--- src/rtl/seven_seg_pkg.sv ---
// Shared types for the seven-segment digit scanner.
// Scan FSM states, nibble type and digit-enable polarity helper.
package seven_seg_pkg;

  typedef enum logic [1:0] {
    EMPTY,
    SCAN,
    PENDING
  } scan_state_t;

  typedef logic [3:0] nibble_t;

  // Map a logical "digit lit" onto the panel's anode level.
  function automatic logic en_level(
    input logic on,
    input logic active_low
  );
    return active_low ? ~on : on;
  endfunction

endpackage

--- src/rtl/seven_seg_prescaler.sv ---
// Digit-slot prescaler: counts 0..PRESCALE-1, tick on the last count.
// Synchronous clear holds the count at zero while the display is idle.
module seven_seg_prescaler #(
  parameter int PRESCALE = 50000
) (
  input  logic clk,
  input  logic reset,
  input  logic clear,
  output logic tick
);

  localparam int W = $clog2(PRESCALE);

  logic [W-1:0] cnt;

  assign tick = (cnt == W'(PRESCALE - 1));

  // Free-running slot counter with wrap and synchronous clear.
  always_ff @(posedge clk) begin
    if (!reset || clear) begin
      cnt <= '0;
    end else if (tick) begin
      cnt <= '0;
    end else begin
      cnt <= cnt + W'(1);
    end
  end

endmodule

--- src/rtl/seven_seg_digit_scanner.sv ---
// Time-multiplexed hex digit scanner feeding a seven-segment decoder.
// Optional leading-zero blanking: define SEVEN_SEG_LZ_BLANK_EN.
module seven_seg_digit_scanner
  import seven_seg_pkg::*;
#(
  parameter int NUM_DIGITS       = 4,
  parameter int PRESCALE         = 50000,
  parameter bit ANODE_ACTIVE_LOW = 1'b1
) (
  input  logic                    clk,
  input  logic                    reset,
  input  logic                    in_valid,
  output logic                    in_ready,
  input  logic [4*NUM_DIGITS-1:0] in_value,
  input  logic [NUM_DIGITS-1:0]   in_dp,
  output logic [3:0]              scan_hex,
  output logic                    scan_dp,
  output logic                    scan_blank,
  output logic [NUM_DIGITS-1:0]   digit_en,
  output logic                    frame_done
);

  localparam int IW = $clog2(NUM_DIGITS);
  localparam logic [IW-1:0] LAST = IW'(NUM_DIGITS - 1);

  scan_state_t state, state_n;

  logic [IW-1:0]           idx;
  logic [4*NUM_DIGITS-1:0] disp_q;
  logic [4*NUM_DIGITS-1:0] shad_q;
  logic [NUM_DIGITS-1:0]   dp_q;
  logic [NUM_DIGITS-1:0]   shad_dp_q;

  logic accept;
  logic tick;
  logic live;
  logic frame_int;
  logic load_disp;
  logic load_shad;
  logic commit;
  logic lz_blank;

  nibble_t               cur_hex;
  logic                  cur_dp;
  logic [NUM_DIGITS-1:0] en_n;
  logic [NUM_DIGITS-1:0] en_idle;

  assign in_ready  = (state != PENDING);
  assign accept    = in_valid && in_ready;
  assign live      = (state != EMPTY);
  assign frame_int = tick && (idx == LAST);

  seven_seg_prescaler #(
    .PRESCALE(PRESCALE)
  ) u_pre (
    .clk  (clk),
    .reset(reset),
    .clear(state == EMPTY),
    .tick (tick)
  );

  // State register.
  always_ff @(posedge clk) begin
    if (!reset) begin
      state <= EMPTY;
    end else begin
      state <= state_n;
    end
  end

  // Next state and load strobes.
  always_comb begin
    state_n   = state;
    load_disp = 1'b0;
    load_shad = 1'b0;
    commit    = 1'b0;
    unique case (state)
      EMPTY: begin
        if (accept) begin
          state_n   = SCAN;
          load_disp = 1'b1;
        end
      end
      SCAN: begin
        if (accept) begin
          state_n   = PENDING;
          load_shad = 1'b1;
        end
      end
      PENDING: begin
        if (frame_int) begin
          state_n = SCAN;
          commit  = 1'b1;
        end
      end
      default: state_n = EMPTY;
    endcase
  end

  // Digit index advances once per slot, parked at 0 when idle.
  always_ff @(posedge clk) begin
    if (!reset || state == EMPTY) begin
      idx <= '0;
    end else if (tick) begin
      idx <= (idx == LAST) ? '0 : idx + IW'(1);
    end
  end

  // Display registers: direct load when idle, shadow copy at frame end.
  always_ff @(posedge clk) begin
    if (!reset) begin
      disp_q <= '0;
      dp_q   <= '0;
    end else if (load_disp) begin
      disp_q <= in_value;
      dp_q   <= in_dp;
    end else if (commit) begin
      disp_q <= shad_q;
      dp_q   <= shad_dp_q;
    end
  end

  // Shadow holds a value accepted mid-frame until the frame ends.
  always_ff @(posedge clk) begin
    if (!reset) begin
      shad_q    <= '0;
      shad_dp_q <= '0;
    end else if (load_shad) begin
      shad_q    <= in_value;
      shad_dp_q <= in_dp;
    end
  end

`ifdef SEVEN_SEG_LZ_BLANK_EN
  logic [4*NUM_DIGITS-1:0] load_val;
  logic [IW-1:0]           msd_n;
  logic [IW-1:0]           msd_q;

  assign load_val = load_disp ? in_value : shad_q;

  // Most significant nonzero digit of the value about to be shown.
  always_comb begin
    msd_n = '0;
    for (int i = 0; i < NUM_DIGITS; i++) begin
      if (load_val[4*i +: 4] != 4'h0) begin
        msd_n = IW'(i);
      end
    end
  end

  // MSD index is latched alongside the display registers.
  always_ff @(posedge clk) begin
    if (!reset) begin
      msd_q <= '0;
    end else if (load_disp || commit) begin
      msd_q <= msd_n;
    end
  end

  assign lz_blank = (idx > msd_q);
`else
  assign lz_blank = 1'b0;
`endif

  // Select the nibble, dp and anode pattern for the current slot.
  always_comb begin
    cur_hex = '0;
    cur_dp  = 1'b0;
    en_n    = '0;
    en_idle = '0;
    for (int i = 0; i < NUM_DIGITS; i++) begin
      if (idx == IW'(i)) begin
        cur_hex = disp_q[4*i +: 4];
        cur_dp  = dp_q[i];
      end
      en_n[i]    = en_level(live && !lz_blank && idx == IW'(i),
                            ANODE_ACTIVE_LOW);
      en_idle[i] = en_level(1'b0, ANODE_ACTIVE_LOW);
    end
  end

  // Registered panel outputs, one cycle behind the scan state.
  always_ff @(posedge clk) begin
    if (!reset) begin
      scan_hex   <= '0;
      scan_dp    <= 1'b0;
      scan_blank <= 1'b1;
      digit_en   <= en_idle;
      frame_done <= 1'b0;
    end else begin
      scan_hex   <= live ? cur_hex : 4'h0;
      scan_dp    <= live ? cur_dp : 1'b0;
      scan_blank <= !live || lz_blank;
      digit_en   <= en_n;
      frame_done <= live && frame_int;
    end
  end

endmodule
--- config.mk ---
export PLATFORM = sky130hd
export DESIGN_NAME = seven_seg_digit_scanner
export DESIGN_NICKNAME = d
export VERILOG_FILES = /design/src/rtl/seven_seg_pkg.sv /design/src/rtl/seven_seg_prescaler.sv /design/src/rtl/seven_seg_digit_scanner.sv
export SDC_FILE = /design/constraint.sdc
export NUM_CORES = 1
export LEC_CHECK = 0
export ABC_CLOCK_PERIOD_IN_PS = 2970
export CAP_MARGIN = 40
export CORE_ASPECT_RATIO = 1.75
export CORE_UTILIZATION = 50
export DETAILED_ROUTE_END_ITERATION = 10
export PLACE_DENSITY = 0.83
export SLEW_MARGIN = 25
export SYNTH_ARGS = -nofsm -noshare
export SYNTH_HDL_FRONTEND = slang
export SYNTH_HIERARCHICAL = 1
export SYNTH_SLANG_ARGS = --single-unit
--- constraint.sdc ---
create_clock -name clk -period 2.97 [get_ports clk]
set_input_delay 0.594 -clock clk [delete_from_list [all_inputs] [get_ports clk]]
set_output_delay 0.594 -clock clk [all_outputs]
set_load 0.02 [all_outputs]
* Word-level counts from Yosys, hierarchy flattened
Cells that the tools add are included.
** Word-level totals
- Register bits :: 71
- Input bits :: 23
- Output and inout port bits :: 12
** Operators by class
- $add $sub $neg :: 2
- Equal/unequal tests :: 10
- Mux-type cells :: 22
- Bitwise operators :: 4
- Reduce and logical (&&, ||, !) cells :: 17
** Operators by type and width (count)
- $mux 16 :: 2
- $mux 4 :: 6
- $add 16x1->16 const B :: 1
- $eq 16x16->1 const B :: 1
- $mux 1 :: 9
- $mux 2 :: 4
- $ne 2x2->1 const B :: 4
- $logic_and 1x1->1 :: 7
- $eq 2x2->1 const B :: 3
- $pmux 2 s3 :: 1
- $eq 2x1->1 const B :: 2
- $logic_not 2->1 :: 2
- $not 1->1 :: 4
- $reduce_bool 2->1 :: 2
- $reduce_and 3->1 :: 1
- $add 2x1->2 const B :: 1
- $logic_not 1->1 :: 2
- $reduce_and 2->1 :: 1
- $reduce_or 2->1 :: 1
- $logic_or 1x1->1 :: 1

* Depth between registers and ports, before layout
- Depth in word-level cells :: 6
- Depth in mapped cells :: 8
- Depth with buffers taken out :: 7

* By module
Netlist, hierarchy kept.
** Modules (own cells, without submodules)
- seven_seg_digit_scanner :: instances 1, cells each 276, area an instance 2367.3 um2, seq. area each 1101.1 um2
- seven_seg_prescaler :: instances 1, cells each 80, area an instance 799.5 um2, seq. area each 320.3 um2

* Worst setup path after synthesis
Ideal clock, no wire load.
- Kind :: register to register
- Start point :: register u_pre.cnt[0]
- End point :: register dp_q[2]
- Setup time :: 119 ps
- Arrival time :: 1710 ps
- Required time :: 2851 ps
- Slack :: 1140 ps
- Cell stages (with the launch flop) :: 9
- Buffers on the path :: 1
- Clock period less this slack :: 1830 ps
- Cell sequence :: dfxtp_1 ha_1 and3_1 nand4_2 inv_1 and4b_1 buf_4 mux2i_1 a21oi_1
** On the way
- Word-level cells in the longest chain between the ends :: 5
** RTL lines
- start, declared :: RTL line seven_seg_prescaler.sv:14 : logic [W-1:0] cnt;
- start signal, assigned :: RTL line seven_seg_prescaler.sv:25 : cnt <= cnt + W'(1);
- $eq 16x16->1 :: RTL line seven_seg_prescaler.sv:16 : assign tick = (cnt == W'(PRESCALE - 1));
- named net tick :: RTL line seven_seg_digit_scanner.sv:35 : logic tick;
- $logic_and 1x1->1 :: RTL line seven_seg_digit_scanner.sv:51 : assign frame_int = tick && (idx == LAST);
- $mux 1 :: RTL line seven_seg_digit_scanner.sv:91 : if (frame_int) begin
- $mux 1 :: RTL line seven_seg_digit_scanner.sv:77 : unique case (state)
- $reduce_bool 2->1 (no line)
- end signal, assigned :: RTL line seven_seg_digit_scanner.sv:116 : dp_q <= in_dp;
- end signal, assigned :: RTL line seven_seg_digit_scanner.sv:119 : dp_q <= shad_dp_q;
- end, declared :: RTL line seven_seg_digit_scanner.sv:31 : logic [NUM_DIGITS-1:0] dp_q;
The timed path passes the listed nets, and every way through them passes these cells.
A chain may end at the register's enable or synchronous reset.

* Worst setup path after layout
- Start point :: register state[0]
- End point :: output port in_ready
** On the way
- Word-level cells in the longest chain between the ends :: 1
** RTL lines
- start, declared :: RTL line seven_seg_digit_scanner.sv:26 : scan_state_t state, state_n;
- start signal, assigned :: RTL line seven_seg_digit_scanner.sv:67 : state <= state_n;
- $ne 2x2->1 :: RTL line seven_seg_digit_scanner.sv:48 : assign in_ready = (state != PENDING);
- end, declared :: RTL line seven_seg_digit_scanner.sv:13 : output logic in_ready,
Every way passes these cells.

==> flow_summary.json <==
{
  "end_kind": "output port",
  "nets": 413,
  "cp-start-kind": "register",
  "syn_area_per_cell_sq_um": 8.90,
  "post-route-util_pct": 60.8,
  "cts-root-buf": "clkbuf_8",
  "synth_area_leaders": "dfxtp_1, nand2_1, a21boi_0, o31ai_1, xnor2_1",
  "synth_cell_types": 44,
  "layout_common_cells": "nand2_1, dfxtp_1, clkdlybuf4s50_1",
  "clk_pin_slew_worst_paths_ns": 0.07,
  "grt_usage_pct": 20.6,
  "synthXorXnorAreaFrac_pct": 4.15,
  "yosys.area_share.simple_pct": 24.2,
  "final.period_utilization_pct": 79.4,
  "synth_fa_ha_area_share_pct": 1.98,
  "ir_worst_vdd_mv": 0.333,
  "p_leak_nw": 1.27,
  "portBuffers": 34,
  "initial_core_util_pct": 51.6,
  "vias": 2528,
  "maxCapViolations": 0,
  "cts.sinks": 71,
  "fmax_mhz": 424,
  "ys.flop_type": "dfxtp_1",
  "rrSetupSlack_ns": 0.85,
  "io_pins": 35,
  "fin_area_sq_um": 3730,
  "hold_path_depth": 2,
  "clk_path_buf_depth": 2,
  "path_class": "reg2out",
  "synth_top_area_share_pct": 44.9,
  "setup_viol": 0,
  "ys_seq_area_share_pct": 44.9,
  "timing.hold.worst_endpoint": "shad_dp_q[2]$_SDFFE_PN0P_",
  "yosysTopAreaCell": "dfxtp_1",
  "status": "finished, final reports clean",
  "cp.required_ns": 2.38,
  "hold_buffers": 0,
  "cts_resized": 0,
  "stdcell_count": 470,
  "drt_drc_violations_left": 0,
  "hold_class": "reg2reg",
  "syn-num-nets": 384,
  "ys_ff_latch": 71,
  "slew_violations": 0,
  "routed_wl_mm": 6.34,
  "mostFrequentLayoutCell": "nand2_1",
  "die_area_sq_um": 6670,
  "rsz0062_at_grt": "no",
  "coreArea_sq_um": 6130,
  "synth_compound_area_share_pct": 17.4,
  "dp_slack_ns": 0.475,
  "grt_start_max_net_pins": 35,
  "ys_async_sr_fraction_pct": 0,
  "cts_tree": "built",
  "ys_warn_count": 6,
  "power_mw": 2.07,
  "synth_top_family_by_area": "simple AND/OR/NAND/NOR gates",
  "cts_setup_buffers": 0,
  "grt-ovfl-total": 0,
  "r2r-end": "dp_q[2]$_SDFFE_PN0P_",
  "reg2reg_from": "u_pre/cnt[0]$_SDFF_PP0_",
  "grt_pass1_vias": 2422,
  "worst_pin_slew_ns": 0.698,
  "first_iter_violations": 162,
  "timing.final.ws_setup_ns": 0.612,
  "hpwl_mm": 4.45,
  "htreeDepth": 3,
  "drive_above_1_share_pct": 10.3,
  "finalCriticalPeriod_ns": 2.36,
  "area_growth_pct": 17.7,
  "antennaDiodeCount": 0,
  "numCtsBuffers": 9,
  "p_per_area_nw_per_um2": 554,
  "ant_nets": 0,
  "grt_antenna_before_repair": 0,
  "hold_viol": 0,
  "viasPerCell": 5.38,
  "syn_inst": 356,
  "muxShareOfSynthArea_pct": 1.26,
  "r2r_cells": 8,
  "num_rows": 38,
  "synth-edff-count": 0,
  "die_w_microns": 62.2,
  "die_h_microns": 107,
  "min-delay-start": "shad_dp_q[2]$_SDFFE_PN0P_",
  "dpl_cell_area_sq_um": 3500,
  "wl_per_cell_microns": 13.5,
  "whs_ns": 0.463,
  "crit_fanout": 8,
  "gp_congestion": 0.831,
  "cp.arrival_ns": 1.76,
  "first_pass_iters": 4,
  "fin_skew_ns": 0.0120,
  "clk_latency_ns": 0.34,
  "slew_headroom_pct": 53.4,
  "grt_pass1_wl_mm": 10.8,
  "dp_cells": 453,
  "syn_area_sq_um": 3170,
  "setup-tns-final_ns": 0
}
## critical path, stage by stage, from the launching register on
cell and delay [ns]:
dfxtp_1 0.51, nand2b_1 0.28, clkdlybuf4s50_1 0.64
## kinds of logic (layout without fill, tap and decap cells)
family          after synthesis  after routing
flops                        71             71
simple gates                146            146
compound gates               79             79
xor+xnor                     15             15
fa+ha+maj                     5              5
mux                           4              4
buf+inv                      36             70
## how the worst max path moves through the flow
stage | startpoint | end | slack, ns | cells past startpoint
after floorplan | u_pre/cnt[0]$_SDFF_PP0_ | dp_q[2]$_SDFFE_PN0P_ | 1.14 | 8
after global placement | in_valid | disp_q[3]$_SDFFE_PN0P_ | 0.53 | 4
after detailed placement | in_valid | disp_q[15]$_SDFFE_PN0P_ | 0.47 | 4
after CTS | state[0]$_SDFFE_PN0P_ | in_ready | 0.59 | 2
after global routing | state[0]$_SDFFE_PN0P_ | in_ready | 0.53 | 2
final | state[0]$_SDFFE_PN0P_ | in_ready | 0.61 | 2
## Yosys cell counts, types with 3 or more instances
| master | n |
|---|---|
| a21boi_0 | 21 |
| a21oi_1 | 14 |
| a221o_1 | 5 |
| a31oi_1 | 17 |
| buf_2 | 6 |
| buf_6 | 5 |
| clkbuf_1 | 9 |
| dfxtp_1 | 71 |
| ha_1 | 5 |
| inv_1 | 13 |
| mux2i_1 | 4 |
| nand2_1 | 86 |
| nand3_1 | 4 |
| nand3b_1 | 6 |
| nor2_1 | 19 |
| nor2_2 | 4 |
| nor3_1 | 3 |
| nor4_2 | 5 |
| o31ai_1 | 17 |
| xnor2_1 | 13 |
## registers in the layout, indices dropped and copies added (netlist names)
register and count:
disp_q 16, shad_q 16, u_pre/cnt 16, digit_en 4, dp_q 4, scan_hex 4, shad_dp_q 4, idx 2
state 2, frame_done 1, scan_blank 1, scan_dp 1
## power breakdown
group	switching [mW]	total [mW]	internal [mW]	leakage, nW
registers	0.0359	1.04	1.00	0.578
clock network	0.334	0.788	0.454	0.109
logic	0.128	0.237	0.109	0.582
total	0.498	2.07	1.57	1.27
## layout make-up
| type | instances | area (sq um) |
|---|---|---|
| Inverter | 14 | 52.6 |
| Clock inverter | 3 | 40.0 |
| Sequential cell | 71 | 1420 |
| Fill cell | 527 | 2410 |
| Clock buffer | 13 | 169 |
| Timing Repair Buffer | 40 | 393 |
| Tap cell | 80 | 100 |
| Multi-Input combinational cell | 249 | 1550 |
## routing by layer
layer / track usage (%) / up-vias / routed length (microns)
met3: 3.60 / 19 / 181
li1: - / 1286 / -
met1: 22.1 / 1164 / 2590
met4: 13.1 / 0 / 238
met5: 0 / - / 0
met2: 37.0 / 59 / 3330
No activity file was read; power rests on OpenSTA's default activity.
